--- src/rtl/dmem_port_arbiter.sv ---
// Two-requester arbiter for the single data-memory port: one transaction in flight,
// read responses routed to their issuer, and a lock that keeps the grant for AMO sequences.
module dmem_port_arbiter #(
  parameter int ADDR_W = 32,
  parameter int DATA_W = 32,
  parameter int SIZE_W = 2
) (
  input  logic              clk,
  input  logic              rst_n,
  input  logic              s0_req_valid,
  output logic              s0_req_ready,
  input  logic              s0_req_wen,
  input  logic [ADDR_W-1:0] s0_req_addr,
  input  logic [DATA_W-1:0] s0_req_wdata,
  input  logic [SIZE_W-1:0] s0_req_wmask,
  input  logic              s0_req_lock,
  output logic              s0_resp_valid,
  output logic [DATA_W-1:0] s0_resp_rdata,
  input  logic              s1_req_valid,
  output logic              s1_req_ready,
  input  logic              s1_req_wen,
  input  logic [ADDR_W-1:0] s1_req_addr,
  input  logic [DATA_W-1:0] s1_req_wdata,
  input  logic [SIZE_W-1:0] s1_req_wmask,
  input  logic              s1_req_lock,
  output logic              s1_resp_valid,
  output logic [DATA_W-1:0] s1_resp_rdata,
  output logic              m_req_valid,
  input  logic              m_req_ready,
  output logic              m_req_wen,
  output logic [ADDR_W-1:0] m_req_addr,
  output logic [DATA_W-1:0] m_req_wdata,
  output logic [SIZE_W-1:0] m_req_wmask,
  input  logic              m_resp_valid,
  input  logic [DATA_W-1:0] m_resp_rdata,
  output logic              busy,
  output logic              owner
);

  typedef enum logic {IDLE, WAIT_RESP} state_t;

  state_t state, state_nxt;
  logic   last_grant, hold, lock_valid, lock_owner, resp_owner, owner_q;
  logic   grant, sel_valid, sel_wen, sel_lock, accept, idle;

  assign idle = (state == IDLE);

  // Stalled request keeps its grant first, then the lock, then round-robin.
  always_comb begin
    grant = owner_q;
    if (hold)                             grant = owner_q;
    else if (lock_valid)                  grant = lock_owner;
    else if (s0_req_valid && s1_req_valid) grant = ~last_grant;
    else if (s1_req_valid)                grant = 1'b1;
    else if (s0_req_valid)                grant = 1'b0;
  end

  assign sel_valid   = grant ? s1_req_valid : s0_req_valid;
  assign sel_wen     = grant ? s1_req_wen   : s0_req_wen;
  assign sel_lock    = grant ? s1_req_lock  : s0_req_lock;
  assign m_req_wen   = sel_wen;
  assign m_req_addr  = grant ? s1_req_addr  : s0_req_addr;
  assign m_req_wdata = grant ? s1_req_wdata : s0_req_wdata;
  assign m_req_wmask = grant ? s1_req_wmask : s0_req_wmask;
  assign m_req_valid = sel_valid && idle;
  assign accept      = m_req_valid && m_req_ready;

  assign s0_req_ready = m_req_ready && !grant && idle;
  assign s1_req_ready = m_req_ready &&  grant && idle;

  assign s0_resp_valid = !idle && m_resp_valid && !resp_owner;
  assign s1_resp_valid = !idle && m_resp_valid &&  resp_owner;
  assign s0_resp_rdata = m_resp_rdata;
  assign s1_resp_rdata = m_resp_rdata;

  assign busy  = !idle;
  assign owner = (hold || lock_valid) ? owner_q : grant;

  always_ff @(posedge clk or negedge rst_n) begin
    if (!rst_n) state <= IDLE;
    else        state <= state_nxt;
  end

  always_comb begin
    state_nxt = state;
    case (state)
      IDLE:      if (accept && !sel_wen) state_nxt = WAIT_RESP;
      WAIT_RESP: if (m_resp_valid)       state_nxt = IDLE;
      default:   state_nxt = IDLE;
    endcase
  end

  always_ff @(posedge clk or negedge rst_n) begin
    if (!rst_n) begin
      last_grant <= 1'b1;
      hold       <= 1'b0;
      lock_valid <= 1'b0;
      lock_owner <= 1'b0;
      resp_owner <= 1'b0;
      owner_q    <= 1'b0;
    end else if (idle) begin
      owner_q <= grant;
      hold    <= m_req_valid && !m_req_ready;
      if (accept) begin
        last_grant <= grant;
        if (!sel_wen) resp_owner <= grant;
        // Only an unlocked request from the lock holder releases the lock.
        if (sel_lock) begin
          lock_valid <= 1'b1;
          lock_owner <= grant;
        end else if (grant == lock_owner) begin
          lock_valid <= 1'b0;
        end
      end
    end
  end

endmodule

--- config.mk ---
export PLATFORM = sky130hd
export DESIGN_NAME = dmem_port_arbiter
export DESIGN_NICKNAME = d
export VERILOG_FILES = /design/src/rtl/dmem_port_arbiter.sv
export SDC_FILE = /design/constraint.sdc
export NUM_CORES = 1
export LEC_CHECK = 0
export CORE_AREA = 3 3 121 123
export CTS_BUF_LIST = sky130_fd_sc_hd__clkbuf_8
export DETAILED_ROUTE_END_ITERATION = 10
export DIE_AREA = 0 0 124 126
export GPL_ROUTABILITY_DRIVEN = 0
export PLACE_DENSITY = 0.52
export SYNTH_ARGS = -nofsm -noshare
export SYNTH_HDL_FRONTEND = slang
export SYNTH_SLANG_ARGS = --single-unit
--- constraint.sdc ---
create_clock -name clk -period 2.44 [get_ports clk]
set_input_delay 0.244 -clock clk [delete_from_list [all_inputs] [get_ports clk]]
set_output_delay 0.244 -clock clk [all_outputs]
set_load 0.01 [all_outputs]
==> flow_metrics.tcl <==
set metrics [dict create \
    status "finished with violations" \
    violations "negative setup slack" \
    fp.dieArea_mm2 0.0156 \
    initial_utilization_pct 13.4 \
    wl_per_cell_um 21.6 \
    fmax_mhz 402 \
    dp_slack_ps -374 \
    crit_start "last_grant" \
    worstSetupEndpointType "output pin" \
    hold_path.class "in2async" \
    h-tree-depth 1 \
    seq_area_um2 176 \
    critPathLaunchType "register" \
    cp.required_ps 2200 \
    ant_nets 0 \
    coreArea_mm2 0.0138 \
    leakage_nw 1.99 \
    cts_inserted_buffers 3 \
    clock_sinks 7 \
    syn_to_final_growth_pct 138 \
    ios 312 \
    powerDensity_mw_per_mm2 1330 \
    dp_hpwl_mm 10.3 \
    stdcell_count 574 \
    drive_above_1_share_pct 47.6 \
    fin_util_pct 31.9 \
    reg2reg_from "hold" \
    stdcell_area_mm2 0.00440 \
    yosysMostFrequentCell "buf_4" \
    antenna_found_initial 1 \
    cts_tree "yes" \
    grt.total_usage_pct 14.3 \
    slew_headroom_pct 76.2 \
    cp_slowest_cell "dfstp_2" \
    vias_per_cell 3.92 \
    dp_cells 539 \
    clk_latency_ps 230 \
    netlist_area_mm2 0.00185 \
    worstPathCellList "nand2_2 -> a2111o_1 -> nand2_4 -> buf_12 -> buf_12 -> buf_12 -> buf_16 -> mux2_4 -> buf_6" \
    synth_async_sr_flop_share_pct 100 \
    clk_path_buf_depth 2 \
    period_needed_ps 2490 \
    fp-row-count 43 \
    finClkSkew_ps 1.34 \
    multi_input_area_mm2 0.00127 \
    cpMostUsedCell "buf_12" \
    setup_ws_ps -48.9 \
    synth_edf_count 0 \
    syn_nets 375 \
    path_class "reg2out" \
    ys_top_cells_by_area "mux2_2 36%, buf_4 28%, dfrtp_1 8.1%, mux2_4 5.7%, nand2_1 1.6%" \
    synth_area_per_cell_um2 9.19 \
    synth-seq-cells 7 \
    drt_iter0_markers 98 \
    grt-ovfl-total 0 \
    fin_nets 568 \
    ir_worst_vdd_mv 0.627 \
    clk_pin_slew_ps 40 \
    tightest_slew_ps 356 \
    yosysWarningCount 0 \
    crit_fanout 5 \
    synthTopCellsByCount "69 x buf_4, 59 x mux2_2, 8 x nand2_1" \
    setup_viol 19 \
    max_stage_delay_ps 540 \
    cts_hold_buf 0 \
    synth_cells 201 \
    grt_pass1_wl_mm 16.5 \
    grt_pass1_vias 2415 \
    fin_crit_sh_pct 102 \
    die_h_um 126 \
    arrival_ps 2240 \
    grt_max_degree 12 \
    fp.dieW_um 124 \
    n_fill_cell 1486 \
    synth_seq_area_share_pct 9.55 \
    io_buffers 215 \
    synth_top_cell_by_area "mux2_2" \
    drv_slew 0 \
    maxCapViolations 0 \
    ys_types 37 \
    placed_area_mm2 0.00382 \
    via_count 2249 \
    synth_top_area_share_pct 36.0 \
    rsz0062_at_grt "true" \
    drtPass1Iterations 4 \
    totalWireLength_mm 12.4 \
    root_buffer "clkbuf_8" \
    synth_top_flop_cell "dfrtp_1" \
    hold_viol 0 \
    drc 0 \
]
## critical path, delay by kind of cell, from the launching register on
family	cells	cell delay (ps)
AOI/OAI and AO/OA	1	420
buffers and inverters	5	560
DFF	1	540
muxes	1	310
and+or+nand+nor	2	180
## layout by cell type, fill, tap and decap left out, types with 2 or more instances in the layout
cell               n
buf_12             7
dfrtp_1            6
buf_4             24
buf_16             3
buf_6             58
mux2_2            13
clkbuf_2           6
inv_1              6
a21boi_0           2
o21ai_0            4
nor2b_1            2
nand2b_1           3
a21oi_1            5
buf_2             13
nor2_1             4
a31oi_1            2
clkdlybuf4s50_1  145
mux2_4            53
clkbuf_8           3
a32o_1             2
nand2_1            8
dlygate4sd2_1      2
## where the power goes
group          total (mW)  internal, mW  leakage (nW)  switching, mW
registers           0.255         0.174        0.0873         0.0809
clock network       0.163         0.109        0.0269         0.0541
logic                5.44          3.46          1.88           1.98
## sequential cells by signal, indices dropped and copies added (netlist names)
signal / flops
busy: 1
hold: 1
last_grant: 1
lock_owner: 1
lock_valid: 1
owner_q: 1
resp_owner: 1
## routing by layer
| metal | global-route usage (%) | share of wire [%] |
|---|---|---|
| met1 | 15.9 | 35 |
| met3 | 11.5 | 19 |
| met5 | 0 | 0 |
| met2 | 22.4 | 45 |
| met4 | 1.35 | 0.96 |
## repair_timing
item	CTS	global route
pin swaps	2	1
resized for setup	341	39
gates cloned	4	0
buffers inserted	20	10
endpoints found under the setup margin	69	64
## final timing paths
kind,end,slack (ps),cells after the start
max in group asynchronous,last_grant,1850,1
min,hold,290,1
min reg2reg,last_grant,520,2
max reg2reg,lock_owner,430,9
min in group clk,s0_resp_rdata[23],490,0
max,m_req_wdata[0],-50,9
## stage by stage
step / TNS, ps / power, mW / hold WS (ps)
floorplan: 0 / 2.33 / -51.6
global placement: -20190 / 4.11 / 488
detailed placement: -19770 / 4.10 / 488
CTS: -2460 / 5.70 / 306
global route: -2800 / 6.20 / 306
finish: -591 / 5.86 / 293
## cell type report
type	count	share of cell area (%)
clock inverter	1	0.0854
sequential	7	4.01
inverter	5	0.427
timing repair buffer	261	60.5
multi-input combinational	116	28.9
clock buffer	3	0.939
tap	180	5.12
antenna	1	0.0569
## cells by family (layout without fill, tap and decap cells)
kind of cell | after synthesis | after routing | synth area share, %
compound gates | 25 | 25 | 9.82
flops | 7 | 7 | 9.55
simple gates | 24 | 24 | 7.04
other cells | 0 | 1 | 0
buf+inv | 78 | 270 | 31.4
mux | 67 | 67 | 42.2
No activity file was read; power rests on OpenSTA's default activity.
